**config.mk**
```make
export PLATFORM = sky130hd
export DESIGN_NAME = ball_motion
export DESIGN_NICKNAME = d
export VERILOG_FILES = /design/src/rtl/ball_motion.sv
export SDC_FILE = /design/constraint.sdc
export NUM_CORES = 1
export LEC_CHECK = 0
export CORE_MARGIN = 1.5
export CORE_UTILIZATION = 29
export DETAILED_ROUTE_END_ITERATION = 8
export PLACE_DENSITY_LB_ADDON = 0.05
export SYNTH_ARGS = -nofsm -noshare
export SYNTH_HDL_FRONTEND = slang
export SYNTH_SLANG_ARGS = --single-unit
```
**constraint.sdc**
```tcl
create_clock -name clk_in -period 3.3 [get_ports clk_in]
set_clock_uncertainty 0.1 [all_clocks]
set_input_delay 0.825 -clock clk_in [delete_from_list [all_inputs] [get_ports clk_in]]
set_output_delay 0.825 -clock clk_in [all_outputs]
set_load 0.01 [all_outputs]
```
**src/rtl/ball_motion.sv**
```systemverilog
// Game-rate ball mover: synchronises the divided tick clock into clk_in, then steps
// the ball one pixel per axis per tick with wall, paddle and brick bounces and loss detection.
module ball_motion #(
    parameter int X_W       = 10,
    parameter int Y_W       = 9,
    parameter int SCREEN_W  = 640,
    parameter int SCREEN_H  = 480,
    parameter int BALL_SIZE = 8,
    parameter int START_X   = 316,
    parameter int START_Y   = 400,
    parameter int PADDLE_Y  = 440,
    parameter int PADDLE_W  = 64
) (
    input  logic           clk_in,
    input  logic           rst_n,
    input  logic           tick_clk,
    input  logic           launch,
    input  logic [X_W-1:0] paddle_x,
    input  logic           brick_hit,
    output logic [X_W-1:0] ball_x,
    output logic [Y_W-1:0] ball_y,
    output logic           dir_x,
    output logic           dir_y,
    output logic           in_play,
    output logic           ball_lost
);

    typedef enum logic [1:0] {
        SERVE = 2'd0,
        MOVE  = 2'd1,
        LOST  = 2'd2
    } state_t;

    localparam logic [X_W-1:0] X_START = X_W'(START_X);
    localparam logic [Y_W-1:0] Y_START = Y_W'(START_Y);
    localparam logic [X_W-1:0] X_ONE   = X_W'(1);
    localparam logic [Y_W-1:0] Y_ONE   = Y_W'(1);
    localparam logic [X_W:0]   X_MAX   = (X_W+1)'(SCREEN_W - BALL_SIZE);
    localparam logic [Y_W:0]   Y_MAX   = (Y_W+1)'(SCREEN_H - BALL_SIZE);
    localparam logic [X_W:0]   X_BALL  = (X_W+1)'(BALL_SIZE);
    localparam logic [Y_W:0]   Y_BALL  = (Y_W+1)'(BALL_SIZE);
    localparam logic [Y_W:0]   Y_PAD   = (Y_W+1)'(PADDLE_Y);
    localparam logic [X_W:0]   X_PADW  = (X_W+1)'(PADDLE_W);

    state_t         state;
    logic           s1, s2, s3;
    logic           tick;
    logic           brick_pend;

    logic [X_W:0]   bx, px;
    logic [Y_W:0]   by;
    logic           dy_eff;
    logic           paddle_hit;
    logic           lose;
    logic [X_W-1:0] nx;
    logic [Y_W-1:0] ny;
    logic           ndx, ndy;

    // A pending brick hit and one landing on the tick cycle merge into a single flip.
    always_comb begin
        tick       = s2 & ~s3;
        bx         = {1'b0, ball_x};
        px         = {1'b0, paddle_x};
        by         = {1'b0, ball_y};
        dy_eff     = dir_y ^ (brick_pend | brick_hit);
        paddle_hit = ((by + Y_BALL) == Y_PAD) && ((bx + X_BALL) > px) && (bx < (px + X_PADW));
        lose       = 1'b0;
        nx         = ball_x;
        ny         = ball_y;
        ndx        = dir_x;
        ndy        = dy_eff;

        if (dir_x && (bx == X_MAX)) begin
            ndx = 1'b0;
            nx  = ball_x - X_ONE;
        end else if (!dir_x && (ball_x == '0)) begin
            ndx = 1'b1;
            nx  = ball_x + X_ONE;
        end else if (dir_x) begin
            nx  = ball_x + X_ONE;
        end else begin
            nx  = ball_x - X_ONE;
        end

        if (!dy_eff) begin
            if (ball_y == '0) begin
                ndy = 1'b1;
                ny  = ball_y + Y_ONE;
            end else begin
                ny  = ball_y - Y_ONE;
            end
        end else if (paddle_hit) begin
            ndy = 1'b0;
            ny  = ball_y - Y_ONE;
        end else if (by == Y_MAX) begin
            lose = 1'b1;
        end else begin
            ny  = ball_y + Y_ONE;
        end
    end

    always_ff @(posedge clk_in or negedge rst_n) begin
        if (!rst_n) begin
            state      <= SERVE;
            s1         <= 1'b0;
            s2         <= 1'b0;
            s3         <= 1'b0;
            brick_pend <= 1'b0;
            ball_x     <= X_START;
            ball_y     <= Y_START;
            dir_x      <= 1'b1;
            dir_y      <= 1'b0;
            in_play    <= 1'b0;
            ball_lost  <= 1'b0;
        end else begin
            s1        <= tick_clk;
            s2        <= s1;
            s3        <= s2;
            ball_lost <= 1'b0;
            case (state)
                SERVE: begin
                    ball_x     <= X_START;
                    ball_y     <= Y_START;
                    brick_pend <= 1'b0;
                    if (launch) begin
                        state   <= MOVE;
                        in_play <= 1'b1;
                        dir_x   <= 1'b1;
                        dir_y   <= 1'b0;
                    end
                end
                MOVE: begin
                    if (tick) begin
                        brick_pend <= 1'b0;
                        if (lose) begin
                            state     <= LOST;
                            in_play   <= 1'b0;
                            ball_lost <= 1'b1;
                        end else begin
                            ball_x <= nx;
                            ball_y <= ny;
                            dir_x  <= ndx;
                            dir_y  <= ndy;
                        end
                    end else if (brick_hit) begin
                        brick_pend <= 1'b1;
                    end
                end
                LOST: begin
                    state      <= SERVE;
                    ball_x     <= X_START;
                    ball_y     <= Y_START;
                    dir_x      <= 1'b1;
                    dir_y      <= 1'b0;
                    brick_pend <= 1'b0;
                    in_play    <= 1'b0;
                end
                default: state <= SERVE;
            endcase
        end
    end

endmodule

```
==> impl_metrics.ini <==
[power_and_ir_drop]
worst_ir_drop_vdd_mv = 0.347
power_mw = 2.36
p_leak_nw = 1.59
p_per_area_nw_per_um2 = 646

[floorplanning]
row_count = 35
die_w_um = 99.7
core-area_sq_um = 9150
initial_core_util = 0.296
ioPinCount = 38
die_h_um = 99.7
dieArea_sq_um = 9940

[synth]
avgSynthCellArea_sq_um = 8.61
synthCells = 315
synth.largest_area_cell = dfrtp_1
synth_seq_cells = 29
yosysWarnings = 0
synth_area_leaders = dfrtp_1 18%, ha_1 15%, dfstp_2 8.7%, inv_1 4.2%, a21oi_1 3.9%
synth_top_area_frac = 0.185
synthMostInstantiatedCell = ha_1
syn_area_sq_um = 2710
syn_nets = 362
ys_top_cells_by_count = 32 x ha_1, 30 x inv_1, 21 x a21oi_1
ys_types = 63
synth_flop_cell = dfrtp_1
synth_edf_count = 0
async_reset_ff_frac = 1.00
yosysSeqAreaShare = 0.272

[sta]
fin_setup_tns_ns = 0
period_minus_slack_ns = 3.19
final-setup-viol-count = 0
hold_viol = 0
slew_headroom = 0.455
worst_pin_slew_ns = 0.815
fin_crit_sh = 0.965
fmax_mhz = 314
maxSlewViolCount = 0

[final_layout]
nFillCells = 922
layout.nets = 429
layout-drive-gt1-share = 0.214
area_growth_pct = 34.7
stdcell_area_sq_um = 3650
antenna_cells = 0

[grt]
track_usage = 0.170
overflow = 0
grt_pass1_vias = 2588
grt_first_pass_wirelength_um = 13300
antenna_found_initial = 0
grt_start_max_net_pins = 30

[clock_network]
cts-htree-levels = 2
clkLatencyLatePin_ns = 0.29
cts_buffers = 5
path_clk_slew_ns = 0.08
clk_path_buf_depth = 2
cts_hold_buf = 0
cts_tree = done
cts_root_buf = clkbuf_8
cts_sinks = 29

[setup_path]
path_class = input pin to register
crit_path_end_kind = register
cp-start-kind = input pin
cp_max_fo = 6
critPathArrivalTime_ns = 3.26
critPathRequiredTime_ns = 3.38
ff2ff_path_depth = 11

[detailed_routing]
wl_met2_um = 3650
drt_wl_total_um = 8150
vias = 2616
ant_nets = 0
drc = 0
routed_via_density = 5.30
routed-wl-met3_um = 305
met1_length_um = 4130
drt_pre_antenna_iters = 4
maxUsedRoutingLayer = met4
detail_route.wl_per_cell_um = 16.5
drt_iter0_drc = 154

[placed_design]
dp_hpwl_um = 6080
io_buffers = 37
post_dp_cell_area_sq_um = 3380
gp_congestion = 0.818

[job]
drv_cap = 0

[worst_hold_path]
hold_depth = 0
min_path_type = register to register

[status]
outcome = complete, no violations
[layout by cell type, fill, tap and decap left out, types with 3 or more instances in the layout]
cell              n
nand3_1           9
or3_1             5
nand2b_1          5
dfrtp_1          20
nor2_1           15
a21oi_1          19
a21o_1            3
mux2i_1           4
and3_1            6
inv_1            29
dlygate4sd2_1     3
o31ai_1           3
a31oi_1           5
clkdlybuf4s50_1  33
nor4_1            6
dfstp_2           9
nor2b_1           3
o21ai_0          18
clkbuf_8          6
nand2_1          18
buf_4            37
o2111ai_1         3
ha_1             27
ha_4              4
o21a_1            4
o22ai_1           3
and2_1            3
nor3_1            8
xnor2_1           6
o211ai_1          5
nand4_1          11
[metrics by stage]
stage,util,setup slack [ns],std cells,hold slack [ns]
detailed placement,0.369,-0.405,483,0.236
CTS,0.385,-0.00202,491,0.262
global placement,0.369,-0.391,483,0.241
floorplan,-,0.178,315,0.231
finish,0.399,0.115,494,0.255
global route,0.399,-0.00119,494,0.274
[worst max-delay path: stages]
cell and delay (ns):
clkdlybuf4s50_1 0.45, inv_1 0.07, buf_4 0.13, ha_1 0.19
a2111o_1 0.41, o21ai_1 0.26, o221ai_4 0.20, and2_4 0.23
o2111a_1 0.23, a221o_1 0.26
[what timing repair did]
action,CTS,global route
endpoints found under the setup margin,8,8
pin swaps,3,13
gates resized for setup,12,19
setup buffers,0,4
cloned,0,0
hold endpoints to repair,0,0
[power breakdown]
group | total (mW) | switching [mW] | internal, mW | leakage [nW]
combinational | 1.45 | 0.778 | 0.671 | 1.19
clock | 0.320 | 0.149 | 0.170 | 0.0455
sequential | 0.592 | 0.139 | 0.454 | 0.356
[flip-flops by register name, indices dropped and copies added (netlist names)]
signal / count
s2: 1
s3: 1
ball_y: 9
ball_x: 10
s1: 1
ball_lost: 1
state: 2
dir_y: 1
dir_x: 1
in_play: 1
brick_pend: 1
[worst paths after layout]
check	slack (ns)	start	to
min reg2reg	0.25	s1	s2
max in group asynchronous	1.92	rst_n	ball_x[5]
min	0.25	s1	s2
max	0.11	paddle_x[3]	ball_y[6]
max reg2reg	0.16	ball_x[3]	ball_y[6]
min in group asynchronous	0.83	rst_n	ball_y[3]
[routing by layer]
layer | global-route usage | vias up
met2 | 0.263 | 54
met3 | 0.0232 | 6
li1 | - | 1300
met5 | 0 | -
met4 | 0.0358 | 0
met1 | 0.251 | 1256
[cell families (layout without fill, tap and decap cells)]
kind of cell	after synthesis	in the layout	share of synthesized area
fa+ha+maj	32	32	0.148
xor+xnor	10	10	0.0323
simple gates	107	107	0.231
mux	4	4	0.0148
compound gates	88	88	0.223
buf+inv	45	113	0.0798
flops	29	29	0.272
[cell type report]
cell class              instances  area [sq um]  share of cell area
clock buffers                   8          90.1              0.0247
inverters                      30           113              0.0308
multi-input cells             241          1920               0.525
flip-flops and latches         29           737               0.202
well taps                     111           139              0.0380
repair buffers                 75           658               0.180
(Power assumes the default switching activity.)
